--- src/rtl/pe_pkg.sv ---
// Shared types and default sizing for the PE dot-product sequencer.
package pe_pkg;

  localparam int DFLT_REG_WIDTH = 16;
  localparam int DFLT_VECTOR    = 4;
  localparam int DFLT_K_W       = 8;

  typedef logic [DFLT_VECTOR-1:0][DFLT_REG_WIDTH-1:0] vec_t;

  typedef enum logic [2:0] {
    IDLE  = 3'd0,
    PRIME = 3'd1,
    RUN   = 3'd2,
    DRAIN = 3'd3,
    OUT   = 3'd4
  } state_t;

endpackage

--- src/rtl/pe_dot_sequencer_if.sv ---
// Operand stream, PE feed/feedback and result stream for the dot-product sequencer.
interface pe_dot_sequencer_if
  import pe_pkg::*;
#(
  parameter int REG_WIDTH = DFLT_REG_WIDTH,
  parameter int VECTOR    = DFLT_VECTOR
) ();

  logic                              opnd_valid;
  logic                              opnd_ready;
  logic [VECTOR-1:0][REG_WIDTH-1:0]  opnd_a;
  logic [REG_WIDTH-1:0]              opnd_b;

  logic [VECTOR-1:0][REG_WIDTH-1:0]  pe_a;
  logic [VECTOR-1:0][REG_WIDTH-1:0]  pe_b;
  logic [VECTOR-1:0][REG_WIDTH-1:0]  pe_c;
  logic [VECTOR-1:0][REG_WIDTH-1:0]  pe_c_ab;

  logic                              res_valid;
  logic                              res_ready;
  logic [VECTOR-1:0][REG_WIDTH-1:0]  res_data;

  modport master (
    input  opnd_valid, opnd_a, opnd_b, pe_c_ab, res_ready,
    output opnd_ready, pe_a, pe_b, pe_c, res_valid, res_data
  );

  modport slave (
    output opnd_valid, opnd_a, opnd_b, pe_c_ab, res_ready,
    input  opnd_ready, pe_a, pe_b, pe_c, res_valid, res_data
  );

endinterface

--- src/rtl/pe_dot_sequencer.sv ---
// Drives an external vector MAC PE through a K-beat accumulation and hands out the result.
//
// state | meaning
// IDLE  | waiting for start, PE inputs held at zero
// PRIME | one cycle loading bias into the PE accumulator
// RUN   | accepting operand beats, bubbles on stalls, c_ab fed back to c
// DRAIN | one cycle capturing the final c_ab into res_data
// OUT   | result held valid until the consumer takes it
module pe_dot_sequencer
  import pe_pkg::*;
#(
  parameter int REG_WIDTH = DFLT_REG_WIDTH,
  parameter int VECTOR    = DFLT_VECTOR,
  parameter int K_W       = DFLT_K_W
) (
  input  logic                             clk,
  input  logic                             rst,
  input  logic                             start,
  input  logic [K_W-1:0]                   cfg_k,
  input  logic [VECTOR-1:0][REG_WIDTH-1:0] bias_c,
  input  logic                             abort,
  output logic                             busy,
  output logic                             done,
  pe_dot_sequencer_if.master               bus
);

  state_t                           state_q, state_d;
  logic [K_W-1:0]                   k_q;
  logic [K_W-1:0]                   cnt_q, cnt_d, cnt_inc;
  logic [VECTOR-1:0][REG_WIDTH-1:0] bias_q;
  logic [VECTOR-1:0][REG_WIDTH-1:0] res_q;
  logic                             capture;
  logic                             res_load;

  logic                             opnd_ready;
  logic                             res_valid;
  logic [VECTOR-1:0][REG_WIDTH-1:0] pe_a, pe_b, pe_c;

  assign cnt_inc = cnt_q + K_W'(1);

  always_ff @(posedge clk or posedge rst) begin
    if (rst) begin
      state_q <= IDLE;
      cnt_q   <= '0;
      k_q     <= '0;
      bias_q  <= '0;
      res_q   <= '0;
    end else begin
      state_q <= state_d;
      cnt_q   <= cnt_d;
      if (capture) begin
        k_q    <= cfg_k;
        bias_q <= bias_c;
      end
      if (res_load) res_q <= bus.pe_c_ab;
    end
  end

  // Abort wins over a same-cycle beat or result handshake, so it gates ready/valid too.
  always_comb begin
    state_d    = state_q;
    cnt_d      = cnt_q;
    capture    = 1'b0;
    res_load   = 1'b0;
    busy       = 1'b1;
    done       = 1'b0;
    opnd_ready = 1'b0;
    res_valid  = 1'b0;
    pe_a       = '0;
    pe_b       = '0;
    pe_c       = '0;
    case (state_q)
      IDLE: begin
        busy = 1'b0;
        if (start) begin
          capture = 1'b1;
          cnt_d   = '0;
          state_d = PRIME;
        end
      end
      PRIME: begin
        pe_c = bias_q;
        if (abort)            state_d = IDLE;
        else if (k_q != '0)   state_d = RUN;
        else                  state_d = DRAIN;
      end
      RUN: begin
        pe_c = bus.pe_c_ab;
        if (abort) begin
          state_d = IDLE;
        end else begin
          opnd_ready = 1'b1;
          if (bus.opnd_valid) begin
            pe_a  = bus.opnd_a;
            pe_b  = {VECTOR{bus.opnd_b}};
            cnt_d = cnt_inc;
            if (cnt_inc == k_q) state_d = DRAIN;
          end
        end
      end
      DRAIN: begin
        pe_c = bus.pe_c_ab;
        if (abort) begin
          state_d = IDLE;
        end else begin
          res_load = 1'b1;
          state_d  = OUT;
        end
      end
      OUT: begin
        if (abort) begin
          state_d = IDLE;
        end else begin
          res_valid = 1'b1;
          if (bus.res_ready) begin
            done    = 1'b1;
            state_d = IDLE;
          end
        end
      end
      default: begin
        busy    = 1'b0;
        state_d = IDLE;
      end
    endcase
  end

  assign bus.opnd_ready = opnd_ready;
  assign bus.res_valid  = res_valid;
  assign bus.res_data   = res_q;
  assign bus.pe_a       = pe_a;
  assign bus.pe_b       = pe_b;
  assign bus.pe_c       = pe_c;

endmodule
--- src/flat_wrapper.sv ---
// flat-port wrapper written by rule: the top's interface ports become plain ports
module pe_dot_sequencer_flat import pe_pkg::*;
#(
  parameter int REG_WIDTH = DFLT_REG_WIDTH,
  parameter int VECTOR    = DFLT_VECTOR,
  parameter int K_W       = DFLT_K_W
)
  (clk, rst, start, cfg_k, bias_c, abort, busy, done, bus_opnd_valid, bus_opnd_a, bus_opnd_b, bus_pe_c_ab, bus_res_ready, bus_opnd_ready, bus_pe_a, bus_pe_b, bus_pe_c, bus_res_valid, bus_res_data);
  pe_dot_sequencer_if #(.REG_WIDTH(REG_WIDTH), .VECTOR(VECTOR)) bus_i ();
  input  logic clk;
  input  logic rst;
  input  logic start;
  input  logic [K_W-1:0] cfg_k;
  input  logic [VECTOR-1:0][REG_WIDTH-1:0] bias_c;
  input  logic abort;
  output logic busy;
  output logic done;
  input wire logic [$bits(bus_i.opnd_valid)-1:0] bus_opnd_valid;
  input wire logic [$bits(bus_i.opnd_a)-1:0] bus_opnd_a;
  input wire logic [$bits(bus_i.opnd_b)-1:0] bus_opnd_b;
  input wire logic [$bits(bus_i.pe_c_ab)-1:0] bus_pe_c_ab;
  input wire logic [$bits(bus_i.res_ready)-1:0] bus_res_ready;
  output wire logic [$bits(bus_i.opnd_ready)-1:0] bus_opnd_ready;
  output wire logic [$bits(bus_i.pe_a)-1:0] bus_pe_a;
  output wire logic [$bits(bus_i.pe_b)-1:0] bus_pe_b;
  output wire logic [$bits(bus_i.pe_c)-1:0] bus_pe_c;
  output wire logic [$bits(bus_i.res_valid)-1:0] bus_res_valid;
  output wire logic [$bits(bus_i.res_data)-1:0] bus_res_data;
  assign bus_i.opnd_valid = bus_opnd_valid;
  assign bus_i.opnd_a = bus_opnd_a;
  assign bus_i.opnd_b = bus_opnd_b;
  assign bus_i.pe_c_ab = bus_pe_c_ab;
  assign bus_i.res_ready = bus_res_ready;
  assign bus_opnd_ready = bus_i.opnd_ready;
  assign bus_pe_a = bus_i.pe_a;
  assign bus_pe_b = bus_i.pe_b;
  assign bus_pe_c = bus_i.pe_c;
  assign bus_res_valid = bus_i.res_valid;
  assign bus_res_data = bus_i.res_data;
  pe_dot_sequencer #(.REG_WIDTH(REG_WIDTH), .VECTOR(VECTOR), .K_W(K_W)) u_core (.clk(clk), .rst(rst), .start(start), .cfg_k(cfg_k), .bias_c(bias_c), .abort(abort), .busy(busy), .done(done), .bus(bus_i));
endmodule
--- config.mk ---
export PLATFORM = sky130hd
export DESIGN_NAME = pe_dot_sequencer_flat
export DESIGN_NICKNAME = d
export VERILOG_FILES = /design/src/rtl/pe_pkg.sv /design/src/rtl/pe_dot_sequencer_if.sv /design/src/rtl/pe_dot_sequencer.sv /design/src/flat_wrapper.sv
export SDC_FILE = /design/constraint.sdc
export NUM_CORES = 1
export LEC_CHECK = 0
export ABC_AREA = 1
export CORE_AREA = 2 2 185 187
export DETAILED_ROUTE_END_ITERATION = 16
export DIE_AREA = 0 0 187 189
export PLACE_DENSITY = 0.55
export SYNTH_ARGS = -nofsm -noshare
export SYNTH_HDL_FRONTEND = slang
export SYNTH_SLANG_ARGS = --single-unit
--- constraint.sdc ---
create_clock -name clk -period 6.2 [get_ports clk]
set_input_delay 0.93 -clock clk [delete_from_list [all_inputs] [get_ports clk]]
set_output_delay 0.93 -clock clk [all_outputs]
set_load 0.05 [all_outputs]
==> summary.txt <==
Pwr
  – Leak Pwr: 6.023 nW
  – Worst VDD drop: around 0.00036 V
  – Final Total Pwr: approximately 0.0065 W
  – Pwr per Cell Area: about 500 nW/um^2

STA
  – Worst-margin pin slew: 0.9922 ns
  – Setup ws final: ~1.6 ns
  – Clock Skew: a little over 0.009 ns
  – Slew HR: about 34%
  – RSZ-0062 raised after global routing: no
  – Fin. max-slew vios: 0
  – Fmax: approximately 220 MHz
  – Final Cycle Share: around 75%
  – Setup violations, final: 0
  – Total negative slack: 0 ns
  – Final Hold Fails: 0
  – Fin crit period: roughly 4.6 ns

Clock tree
  – H-tree levels: 4
  – Post-CTS Setup Inserts: 0
  – Clk Latency, worst-skew pair: 0.43 ns
  – CTS tree: built
  – Hold_buf cts: 0
  – Clk slew on worst S/H paths: about 0.06 ns
  – CTS max path bufs: 2
  – Root Buffer: clkbuf_16
  – Post-CTS Resized: 0
  – TritonCTS Buffers: 17
  – Clock sinks: approximately 150

Critical path
  – R2R depth: 4
  – Largest delay share family, worst path: buffers and inverters
  – CP Max Fanout: 54
  – Critical path cell sequence: clkdlybuf4s50_1 > nor2_4 > nand2_2 > nor2_1 > clkdlybuf4s50_1
  – CP Buf/Inv Count: 2
  – Worst reg2reg endpoint: u_core.bias_q[35]$_DFFE_PP0P_
  – Startpoint Class: input pin
  – CP arrival: between 3 and 4 ns
  – R2R Setup Slk: approximately 3.7 ns
  – CP Capture Type: output port
  – Slowest cell on the critical path: clkdlybuf4s50_1
  – CP Class: in -> out
  – CP Data Required Time: between 5 and 6 ns
  – FF-to-FF Start: u_core.state_q[1]$_DFFE_PP0P_
  – CP peak stage delay: approximately 0.89 ns
  – Most used cell, CP: clkdlybuf4s50_1

Floorplanning
  – Die area: 35,340 sq um
  – Die X: roughly 190 microns
  – Initial core utilization: roughly 23%
  – FP Rows: between 60 and 70
  – Boundary Pins: between 400 and 500
  – Core box area: 33,280 sq um
  – Die height: ~190 microns

Synthesis
  – Synth Register Bits: ~150
  – Avg Cell Area, Syn: between 7 and 8 sq um
  – Main synth FF type: dfrtp_1
  – Syn Inst Count: around 970
  – Post-synthesis cell type count: 24
  – Async S/R FF share, synth: 100.0%
  – Mapped cell area: 7591 sq um
  – EDFF count, synth: 0
  – Sequential fraction of the synthesis area: 48.46%
  – Yosys warns: 0
  – Syn_nets: 1,196

Hold path
  – Hold_sp: u_core.bus.res_data[21]$_DFFE_PP0P_
  – Hold depth: 2
  – Hold Path Sink: u_core.bus.res_data[21]$_DFFE_PP0P_
  – Min-delay worst type: reg -> reg

Run status
  – Run status: complete, no violations

Final layout
  – Multi-input gate area: 2515 sq um
  – Register area: approximately 3700 sq um
  – Area grow syn2layout: 71.11%
  – Ratio of cells with drive above 1 in the final layout: under 10%
  – Commonest non-fill, non-tap cell in the layout: clkdlybuf4s50_1
  – ANT cells: 0
  – NumNets Final: 1,607
  – Most frequent cells in the layout: 481 x clkdlybuf4s50_1, 214 x inv_1, 147 x dfrtp_1, 141 x nor2_1, 124 x nand2_1
  – Layout fillers: roughly 3,500

Placed design
  – Number of port buffers: about 480
  – Hpwl dp: approximately 22,000 microns
  – GP Congestion: just under 0.8
  – Setup WS pre-CTS: roughly 1.6 ns

Drt
  – Post-DRT Antenna Nets: 0
  – DRC: 0
  – DRT iter0 DRCs: 331
  – Routed via count: between 7,000 and 8,000
  – DRT Pass-1 Iters: 4
  – Post-DR wirelength/cell: between 15 and 20 microns
  – Final wirelength: 28,770 microns
  – Via density: 4.080

Run
  – Max-Cap Viols: 0

GRT
  – First-pass GRT wire length: 43,930 microns
  – GRT overflow: 0
  – GRT Total Usage: approximately 16%
  – Pin count of the biggest net entering global routing: 80
  – Initial antenna violation count: 2
  – Number of global-route vias before repair: between 7,000 and 8,000
## routing by layer
layer / track usage, % / share of wire, % / vias up
li1: - / - / 3752
met3: 5.653 / 7.3 / 28
met1: 19.65 / 43 / 3506
met5: 0 / 0.080 / -
met4: 4.365 / 1.5 / 4
met2: 26.44 / 48 / 238
## power by group
group	switching (W)	total, W	internal (W)
logic	0.00268	0.00397	0.00128
clock network	0.000441	0.000992	0.000551
registers	0.000207	0.00159	0.00138
## metrics by stage
| step | util, % | instance area (sq um) | instances | hold slack, ns |
|---|---|---|---|---|
| floorplan | - | 7591 | 973 | 0.4797 |
| global placement | 37.39 | 12440 | 1813 | 0.4655 |
| detailed placement | 37.39 | 12440 | 1813 | 0.4736 |
| CTS | 39.03 | 12990 | 1845 | 0.4895 |
| global route | 39.03 | 12990 | 1845 | 0.5125 |
| finish | 39.03 | 12990 | 1845 | 0.4853 |
## area by class of cell
type / count / area share [%]
inverter: 216 / 6.281
sequential: 147 / 28.32
clock inverter: 13 / 0.8573
tap: 448 / 4.316
timing repair buffer: 489 / 37.53
multi-input combinational: 513 / 19.36
clock buffer: 19 / 3.333
## cell usage after synthesis (2+ instances only)
master | instances | area share, %
a21oi_1 | 51 | 3.4
buf_4 | 48 | 4.7
nor2_2 | 2 | 0.16
nor2_1 | 141 | 7.0
clkbuf_1 | 18 | 0.89
inv_1 | 216 | 11
buf_2 | 26 | 1.7
dfrtp_1 | 147 | 48
o21ai_0 | 88 | 5.8
nor4_1 | 3 | 0.25
mux2_2 | 24 | 3.6
nand3_1 | 22 | 1.5
o22ai_1 | 48 | 4.0
nand2_1 | 125 | 6.2
buf_6 | 5 | 0.74
## cells by family after synthesis
group | count (synthesis) | share of synthesized area, %
compound gates | 190 | 13.40
mux | 24 | 3.560
fa+ha+maj | 1 | 0.1648
flops | 147 | 48.46
xor+xnor | 1 | 0.1154
buf+inv | 313 | 18.77
simple gates | 297 | 15.53
## sequential cells by signal, indices dropped and copies added, names as in the netlist
name and flops:
u_core.bias_q 64, u_core.bus.res_data 64, u_core.cnt_q 8, u_core.k_q 8, u_core.state_q 3
## worst reg2reg max path, cell delays in order (launching register included)
cell,delay [ns]
dfrtp_1,0.43
nor2_1,0.28
nand3_4,0.67
buf_4,0.60
mux2_2,0.39
## worst max path at each step
stage / end / depth (start not counted) / from / slack, ns
3_5_place_dp: bus_pe_b[17] / 5 / abort / 1.58
5_1_grt: bus_pe_b[33] / 5 / abort / 1.39
4_1_cts: bus_pe_b[17] / 5 / abort / 1.58
2_1_floorplan: u_core.bias_q[0]$_DFFE_PP0P_ / 1 / rst / 1.32
3_3_place_gp: bus_pe_b[33] / 5 / abort / 1.62
6_report: bus_pe_b[33] / 5 / abort / 1.58
(Power assumes the default switching activity.)
